==> config.mk <==
export PLATFORM = sky130hd
export DESIGN_NAME = hand_pos_uart_rx
export DESIGN_NICKNAME = d
export VERILOG_FILES = /design/src/rtl/hand_pos_uart_rx.sv
export SDC_FILE = /design/constraint.sdc
export NUM_CORES = 1
export LEC_CHECK = 0
export CORE_MARGIN = 2
export CORE_UTILIZATION = 60
export DETAILED_ROUTE_END_ITERATION = 8
export GPL_ROUTABILITY_DRIVEN = 0
export GPL_TIMING_DRIVEN = 1
export PLACE_DENSITY = 0.76
export SYNTH_ARGS = -nofsm -noshare
export SYNTH_HDL_FRONTEND = slang
export SYNTH_SLANG_ARGS = --single-unit
==> constraint.sdc <==
create_clock -name CLK -period 5.3 [get_ports CLK]
set_input_delay 1.06 -clock CLK [delete_from_list [all_inputs] [get_ports CLK]]
set_output_delay 1.06 -clock CLK [all_outputs]
set_load 0.02 [all_outputs]
==> src/rtl/hand_pos_uart_rx.sv <==
// Hand-tracking coordinate receiver: 8N1 UART byte receiver, 7-byte frame parser,
// screen clamping, link-loss timeout and saturating error counter.
//
// state    | meaning
// ---------+------------------------------------------------------------
// RX_IDLE  | waiting for a falling edge on the synchronised line
// RX_START | counting half a bit, then re-checking the start bit
// RX_DATA  | sampling 8 data bits at mid-bit, LSB first
// RX_STOP  | sampling the stop bit; high gives byte_strobe, low a framing error
// P_H0     | waiting for header byte 0xAA
// P_H1     | waiting for header byte 0x55
// P_XHI    | storing X_HI
// P_XLO    | storing X_LO
// P_YHI    | storing Y_HI
// P_YLO    | storing Y_LO
// P_CHK    | comparing checksum; accept or count an error
module hand_pos_uart_rx #(
    parameter int CLK_FREQ    = 50000000,
    parameter int BAUD        = 115200,
    parameter int X_MAX       = 639,
    parameter int Y_MAX       = 479,
    parameter int TIMEOUT_CYC = 5000000
) (
    input  logic       CLK,
    input  logic       RSTn,
    input  logic       RX_Pin_In,
    input  logic       RX_En_Sig,
    output logic [9:0] x_pos,
    output logic [9:0] y_pos,
    output logic       pos_valid,
    output logic       pos_lost,
    output logic [7:0] err_cnt
);

    localparam int BIT_CNT = CLK_FREQ / BAUD;
    localparam int GAP_CYC = 16 * BIT_CNT;
    localparam int BIT_TW  = $clog2(BIT_CNT + 1);
    localparam int GAP_TW  = $clog2(GAP_CYC + 1);
    localparam int TMO_TW  = $clog2(TIMEOUT_CYC + 1);

    localparam logic [BIT_TW-1:0] BIT_LD  = BIT_TW'(BIT_CNT - 1);
    localparam logic [BIT_TW-1:0] HALF_LD = BIT_TW'(BIT_CNT / 2 - 1);
    localparam logic [GAP_TW-1:0] GAP_LD  = GAP_TW'(GAP_CYC);
    localparam logic [TMO_TW-1:0] TMO_LD  = TMO_TW'(TIMEOUT_CYC);

    typedef enum logic [1:0] {RX_IDLE, RX_START, RX_DATA, RX_STOP} rx_state_t;
    typedef enum logic [2:0] {P_H0, P_H1, P_XHI, P_XLO, P_YHI, P_YLO, P_CHK} p_state_t;

    rx_state_t         rx_state, rx_state_nxt;
    logic [BIT_TW-1:0] bit_tmr, bit_tmr_nxt;
    logic [2:0]        bit_idx, bit_idx_nxt;
    logic [7:0]        shift_q, shift_nxt;
    logic [1:0]        rx_sync;
    logic              rx_s, rx_prev;
    logic              byte_strobe, frame_err;

    p_state_t          p_state, p_nxt;
    logic [GAP_TW-1:0] gap_tmr, gap_nxt;
    logic [7:0]        x_hi_q, x_lo_q, y_hi_q, y_lo_q;
    logic [7:0]        chk_sum;
    logic              accept, chk_err;
    logic [15:0]       raw_x, raw_y;
    logic [9:0]        x_clamp, y_clamp;
    logic [TMO_TW-1:0] tmo_tmr;

    assign rx_s = rx_sync[1];

    always_ff @(posedge CLK or negedge RSTn) begin
        if (!RSTn) begin
            rx_sync <= 2'b11;
            rx_prev <= 1'b1;
        end else begin
            rx_sync <= {rx_sync[0], RX_Pin_In};
            rx_prev <= rx_s;
        end
    end

    always_ff @(posedge CLK or negedge RSTn) begin
        if (!RSTn) begin
            rx_state <= RX_IDLE;
            bit_tmr  <= '0;
            bit_idx  <= '0;
            shift_q  <= '0;
        end else begin
            rx_state <= rx_state_nxt;
            bit_tmr  <= bit_tmr_nxt;
            bit_idx  <= bit_idx_nxt;
            shift_q  <= shift_nxt;
        end
    end

    always_comb begin
        rx_state_nxt = rx_state;
        bit_tmr_nxt  = bit_tmr;
        bit_idx_nxt  = bit_idx;
        shift_nxt    = shift_q;
        byte_strobe  = 1'b0;
        frame_err    = 1'b0;
        if (bit_tmr != '0) bit_tmr_nxt = bit_tmr - BIT_TW'(1);
        case (rx_state)
            RX_IDLE: begin
                if (rx_prev && !rx_s) begin
                    rx_state_nxt = RX_START;
                    bit_tmr_nxt  = HALF_LD;
                end
            end
            RX_START: begin
                if (bit_tmr == '0) begin
                    if (rx_s) begin
                        rx_state_nxt = RX_IDLE;
                    end else begin
                        rx_state_nxt = RX_DATA;
                        bit_tmr_nxt  = BIT_LD;
                        bit_idx_nxt  = '0;
                    end
                end
            end
            RX_DATA: begin
                if (bit_tmr == '0) begin
                    shift_nxt   = {rx_s, shift_q[7:1]};
                    bit_tmr_nxt = BIT_LD;
                    if (bit_idx == 3'd7) rx_state_nxt = RX_STOP;
                    else                 bit_idx_nxt  = bit_idx + 3'd1;
                end
            end
            RX_STOP: begin
                if (bit_tmr == '0) begin
                    byte_strobe  = rx_s;
                    frame_err    = !rx_s;
                    rx_state_nxt = RX_IDLE;
                end
            end
            default: rx_state_nxt = RX_IDLE;
        endcase
        // Disabling drops any partial byte silently; edge detection keeps running
        if (!RX_En_Sig) begin
            rx_state_nxt = RX_IDLE;
            byte_strobe  = 1'b0;
            frame_err    = 1'b0;
        end
    end

    always_ff @(posedge CLK or negedge RSTn) begin
        if (!RSTn) begin
            p_state <= P_H0;
            gap_tmr <= '0;
            x_hi_q  <= '0;
            x_lo_q  <= '0;
            y_hi_q  <= '0;
            y_lo_q  <= '0;
        end else begin
            p_state <= p_nxt;
            gap_tmr <= gap_nxt;
            if (byte_strobe) begin
                if (p_state == P_XHI) x_hi_q <= shift_q;
                if (p_state == P_XLO) x_lo_q <= shift_q;
                if (p_state == P_YHI) y_hi_q <= shift_q;
                if (p_state == P_YLO) y_lo_q <= shift_q;
            end
        end
    end

    assign chk_sum = x_hi_q + x_lo_q + y_hi_q + y_lo_q;

    always_comb begin
        p_nxt   = p_state;
        gap_nxt = gap_tmr;
        accept  = 1'b0;
        chk_err = 1'b0;
        if (byte_strobe) begin
            gap_nxt = GAP_LD;
            case (p_state)
                P_H0:  if (shift_q == 8'hAA) p_nxt = P_H1;
                P_H1: begin
                    if (shift_q == 8'h55)      p_nxt = P_XHI;
                    else if (shift_q != 8'hAA) p_nxt = P_H0;
                end
                P_XHI: p_nxt = P_XLO;
                P_XLO: p_nxt = P_YHI;
                P_YHI: p_nxt = P_YLO;
                P_YLO: p_nxt = P_CHK;
                P_CHK: begin
                    p_nxt = P_H0;
                    if (shift_q == chk_sum) accept  = 1'b1;
                    else                    chk_err = 1'b1;
                end
                default: p_nxt = P_H0;
            endcase
        end else if (frame_err) begin
            p_nxt = P_H0;
        end else if (p_state != P_H0) begin
            if (gap_tmr == '0) p_nxt   = P_H0;
            else               gap_nxt = gap_tmr - GAP_TW'(1);
        end
    end

    assign raw_x   = {x_hi_q, x_lo_q};
    assign raw_y   = {y_hi_q, y_lo_q};
    assign x_clamp = (raw_x > 16'(X_MAX)) ? 10'(X_MAX) : raw_x[9:0];
    assign y_clamp = (raw_y > 16'(Y_MAX)) ? 10'(Y_MAX) : raw_y[9:0];

    // Timeout is a down-counter reloaded on accept; zero means the link is lost
    always_ff @(posedge CLK or negedge RSTn) begin
        if (!RSTn) begin
            x_pos     <= '0;
            y_pos     <= '0;
            pos_valid <= 1'b0;
            err_cnt   <= '0;
            tmo_tmr   <= '0;
        end else begin
            pos_valid <= accept;
            if (accept) begin
                x_pos   <= x_clamp;
                y_pos   <= y_clamp;
                tmo_tmr <= TMO_LD;
            end else if (tmo_tmr != '0) begin
                tmo_tmr <= tmo_tmr - TMO_TW'(1);
            end
            if ((chk_err || frame_err) && err_cnt != 8'hFF) err_cnt <= err_cnt + 8'd1;
        end
    end

    assign pos_lost = (tmo_tmr == '0);

endmodule

==> impl_metrics.csv <==
group,metric,value,unit
status,status,"finished clean",
route,detail_route.wl_per_cell,16.9,µm
worst_hold_path,hold_start,"rx_sync[0]",
yosys,synth_area_leaders,"dfrtp_1 (46%), mux2_2 (7.8%), fa_1 (4.2%)",
yosys,syn_nets,657,
pwr,ir_drop,0.000203,V
yosys,synth_edf_count,0,
yosys,ys_warn_count,0,
finish,nets,688,
timing,relSlewSlack,46.9,%
route,vias,4751,
finish,regArea,0.00313,mm²
route,routed_wl,13700,µm
floorplanning,core.rowCount,38,
cts,cts-root-buf,"clkbuf_8",
route,drt-initial-drc-count,319,
global_routing,grt_pass1_wl,23200,µm
yosys,synth_largest_area_cell,"dfrtp_1",
cts,tritoncts,"built",
floorplanning,start_util,61.3,%
run,maxCapViolCount,0,
setup_path,cpPeakStageDelay,0.70,ns
setup_path,cp_common_cell,"fa_1",
worst_hold_path,min_path_type,"flip-flop to flip-flop",
cts,cts_setup_buffers,0,
cts,clk_pin_slew,0.06,ns
worst_hold_path,whs_endpoint,"rx_sync[1]",
global_routing,grt_start_max_net_pins,55,
cts,post_cts_resized,0,
setup_path,cpLargestDelayFamily,"adder cells",
setup_path,reg2reg_from,"x_hi_q[1]",
timing,max_freq,0.219,GHz
floorplanning,core-area,0.0108,mm²
setup_path,worstSetupStartpointType,"flip-flop",
global_routing,grt_pass1_vias,4817,
pwr,power.density,297,mW/mm²
global_routing,antenna_found_initial,0,
floorplanning,die_height,109,µm
place,portBuffers,33,
yosys,netlist_instances,625,
yosys,ys_seq_area_share,47.1,%
setup_path,r2r_slack,0.72,ns
timing,hold_viol,0,
route,drc_errors,0,
yosys,synthFlopType,"dfrtp_1",
yosys,avgSynthCellArea,10.6,µm²
yosys,synth_seq_cells,125,
finish,fillers,787,
finish,drive_above_1_share,13.2,%
cts,insertion_delay,0.54,ns
setup_path,path_class,"flip-flop to flip-flop",
setup_path,worst-path-buf-inv,3,
yosys,ys_types,60,
timing,setup_viol,0,
global_routing,grt_overflow,0,
timing,worstMarginPinSlew,0.794,ns
timing,finalCritPeriodShare,86.3,%
timing,fin_worst_skew,0.00878,ns
setup_path,crit_chain,"fa_1 > inv_1 > fa_1 > inv_1 > ha_1 > fa_1 > xnor2_1 > xnor2_1 > nor4_1 > o2111ai_1 > nor3_4 > buf_12 > mux2i_1",
floorplanning,pin_count,34,
setup_path,crit_required,5.75,ns
timing,tns,0,ns
pwr,leakage,0.00343,µW
route,routed_via_density,5.88,
cts,numCtsBuffers,17,
yosys,synth.top_cell.area_share,46.0,%
cts,numClockSinks,125,
finish,area_growth_syn_to_layout,15.4,%
setup_path,worstSetupEndpointType,"flip-flop",
setup_path,critPathSlowestCell,"nor3_4",
yosys,synth.cell_area,0.00664,mm²
global_routing,gr-usage-all-layers,25.3,%
route,antenna_left,0,
cts,clockBufferDepth,2,
setup_path,r2r_end,"x_pos[5]",
route,drt_pass1_iterations,5,
yosys,yosysMostFrequentCell,"dfrtp_1",
timing,fin_ws,0.725,ns
worst_hold_path,hold_path_depth,0,
place,place_ws,0.754,ns
finish,antenna_cells,0,
timing,period_needed,4.58,ns
setup_path,path_max_fanout,14,
setup_path,cp.arrival,5.03,ns
yosys,async_flop_share,100,%
setup_path,rr_worst_depth,13,
floorplanning,die_x,109,µm
cts,postCtsHoldBufs,0,
floorplanning,dieArea,0.0119,mm²
place,dp_hpwl,9640,µm
timing,slew_violations,0,
cts,h-tree-depth,4,
finish,multi_input_area,0.00324,mm²
yosys,ys_top_cells_by_count,"dfrtp_1 (122), nor2_1 (66), mux2_2 (46), inv_1 (40), nand2_1 (39)",
timing,rsz0062_at_grt,"false",
==> stage by stage <==
stage / utilization (%) / hold slack [ns] / instance area (µm²) / std cells / power [µW]
2_1_floorplan: - / 0.345 / 6640 / 625 / 1080
3_3_place_gp: 65.3 / 0.347 / 7080 / 777 / 1120
3_5_place_dp: 65.3 / 0.350 / 7080 / 777 / 1130
4_1_cts: 70.7 / 0.358 / 7670 / 808 / 2290
5_1_grt: 70.7 / 0.359 / 7670 / 808 / 2350
6_report: 70.7 / 0.356 / 7670 / 808 / 2280
==> report_power, final <==
| part | internal (µW) | leakage, µW | switching (µW) | total (µW) |
|---|---|---|---|---|
| combinational | 41.4 | 0.00162 | 58.5 | 99.9 |
| sequential | 980 | 0.00153 | 28.1 | 1010 |
| clock | 770 | 0.000290 | 398 | 1170 |
| total | 1790 | 0.00343 | 485 | 2280 |
==> registers in the layout (all words and copies together), names as in the netlist <==
register   cells
rx_prev        1
bit_tmr        9
shift_q        8
y_lo_q         8
x_hi_q         8
bit_idx        3
y_pos         10
tmo_tmr       23
x_lo_q         8
y_hi_q         8
rx_state       2
p_state        3
err_cnt        8
pos_valid      1
rx_sync        2
x_pos         10
gap_tmr       13
==> area by class of cell <==
class | instances | share of cell area [%]
clock buffer | 23 | 5.82
clock inverter | 8 | 1.83
inverter | 40 | 1.96
multi-input combinational | 433 | 42.2
sequential | 125 | 40.8
tap | 140 | 2.28
timing repair buffer | 39 | 5.03
==> cells in the final DEF (no fill, tap or decap), drive strengths merged, types with 14 or more instances in the layout <==
| cell type | instances |
|---|---|
| clkdlybuf4s50 | 32 |
| nand2 | 39 |
| dfrtp | 122 |
| ha | 14 |
| a21oi | 19 |
| nand3 | 18 |
| nor3 | 19 |
| fa | 14 |
| xnor2 | 32 |
| mux2 | 46 |
| clkbuf | 23 |
| mux2i | 16 |
| nor2 | 66 |
| xor2 | 18 |
| inv | 40 |
| o21ai | 18 |
==> worst max-delay path by stage <==
stage	startpoint	endpoint	slack, ns	cells after the start
global route	x_hi_q[1]	x_pos[5]	0.51	13
floorplan	x_hi_q[1]	x_pos[7]	1.43	12
finish	x_hi_q[1]	x_pos[5]	0.72	13
CTS	x_hi_q[1]	x_pos[5]	0.76	13
detailed placement	x_hi_q[1]	y_pos[4]	0.75	13
global placement	x_hi_q[1]	x_pos[8]	0.90	12
==> worst reg2reg max path, stage by stage, from the launching register on <==
cell and delay (ns):
dfrtp_1 0.42, fa_1 0.54, inv_1 0.05, fa_1 0.50
inv_1 0.04, ha_1 0.22, fa_1 0.40, xnor2_1 0.15
xnor2_1 0.12, nor4_1 0.39, o2111ai_1 0.45, nor3_4 0.71
buf_12 0.24, mux2i_1 0.23
==> per-layer routing <==
metal | vias to the layer above | GRT usage [%] | share of wire [%]
li1 | 2252 | - | -
met1 | 2388 | 33.0 | 45
met2 | 93 | 42.4 | 50
met3 | 18 | 5.02 | 3.3
met4 | 0 | 9.04 | 1.9
met5 | - | 0 | 0
==> cell families after synthesis <==
logic type	count (synthesis)	synth area share [%]
AND/OR/NAND/NOR	209	16.0
XOR/XNOR	52	7.27
multiplexers	62	10.2
flip-flops	125	47.1
adder cells (fa/ha/maj)	28	6.86
buffers and inverters	67	4.09
AO/OA/AOI/OAI	82	8.40
Power figures use the tool's default switching activity.
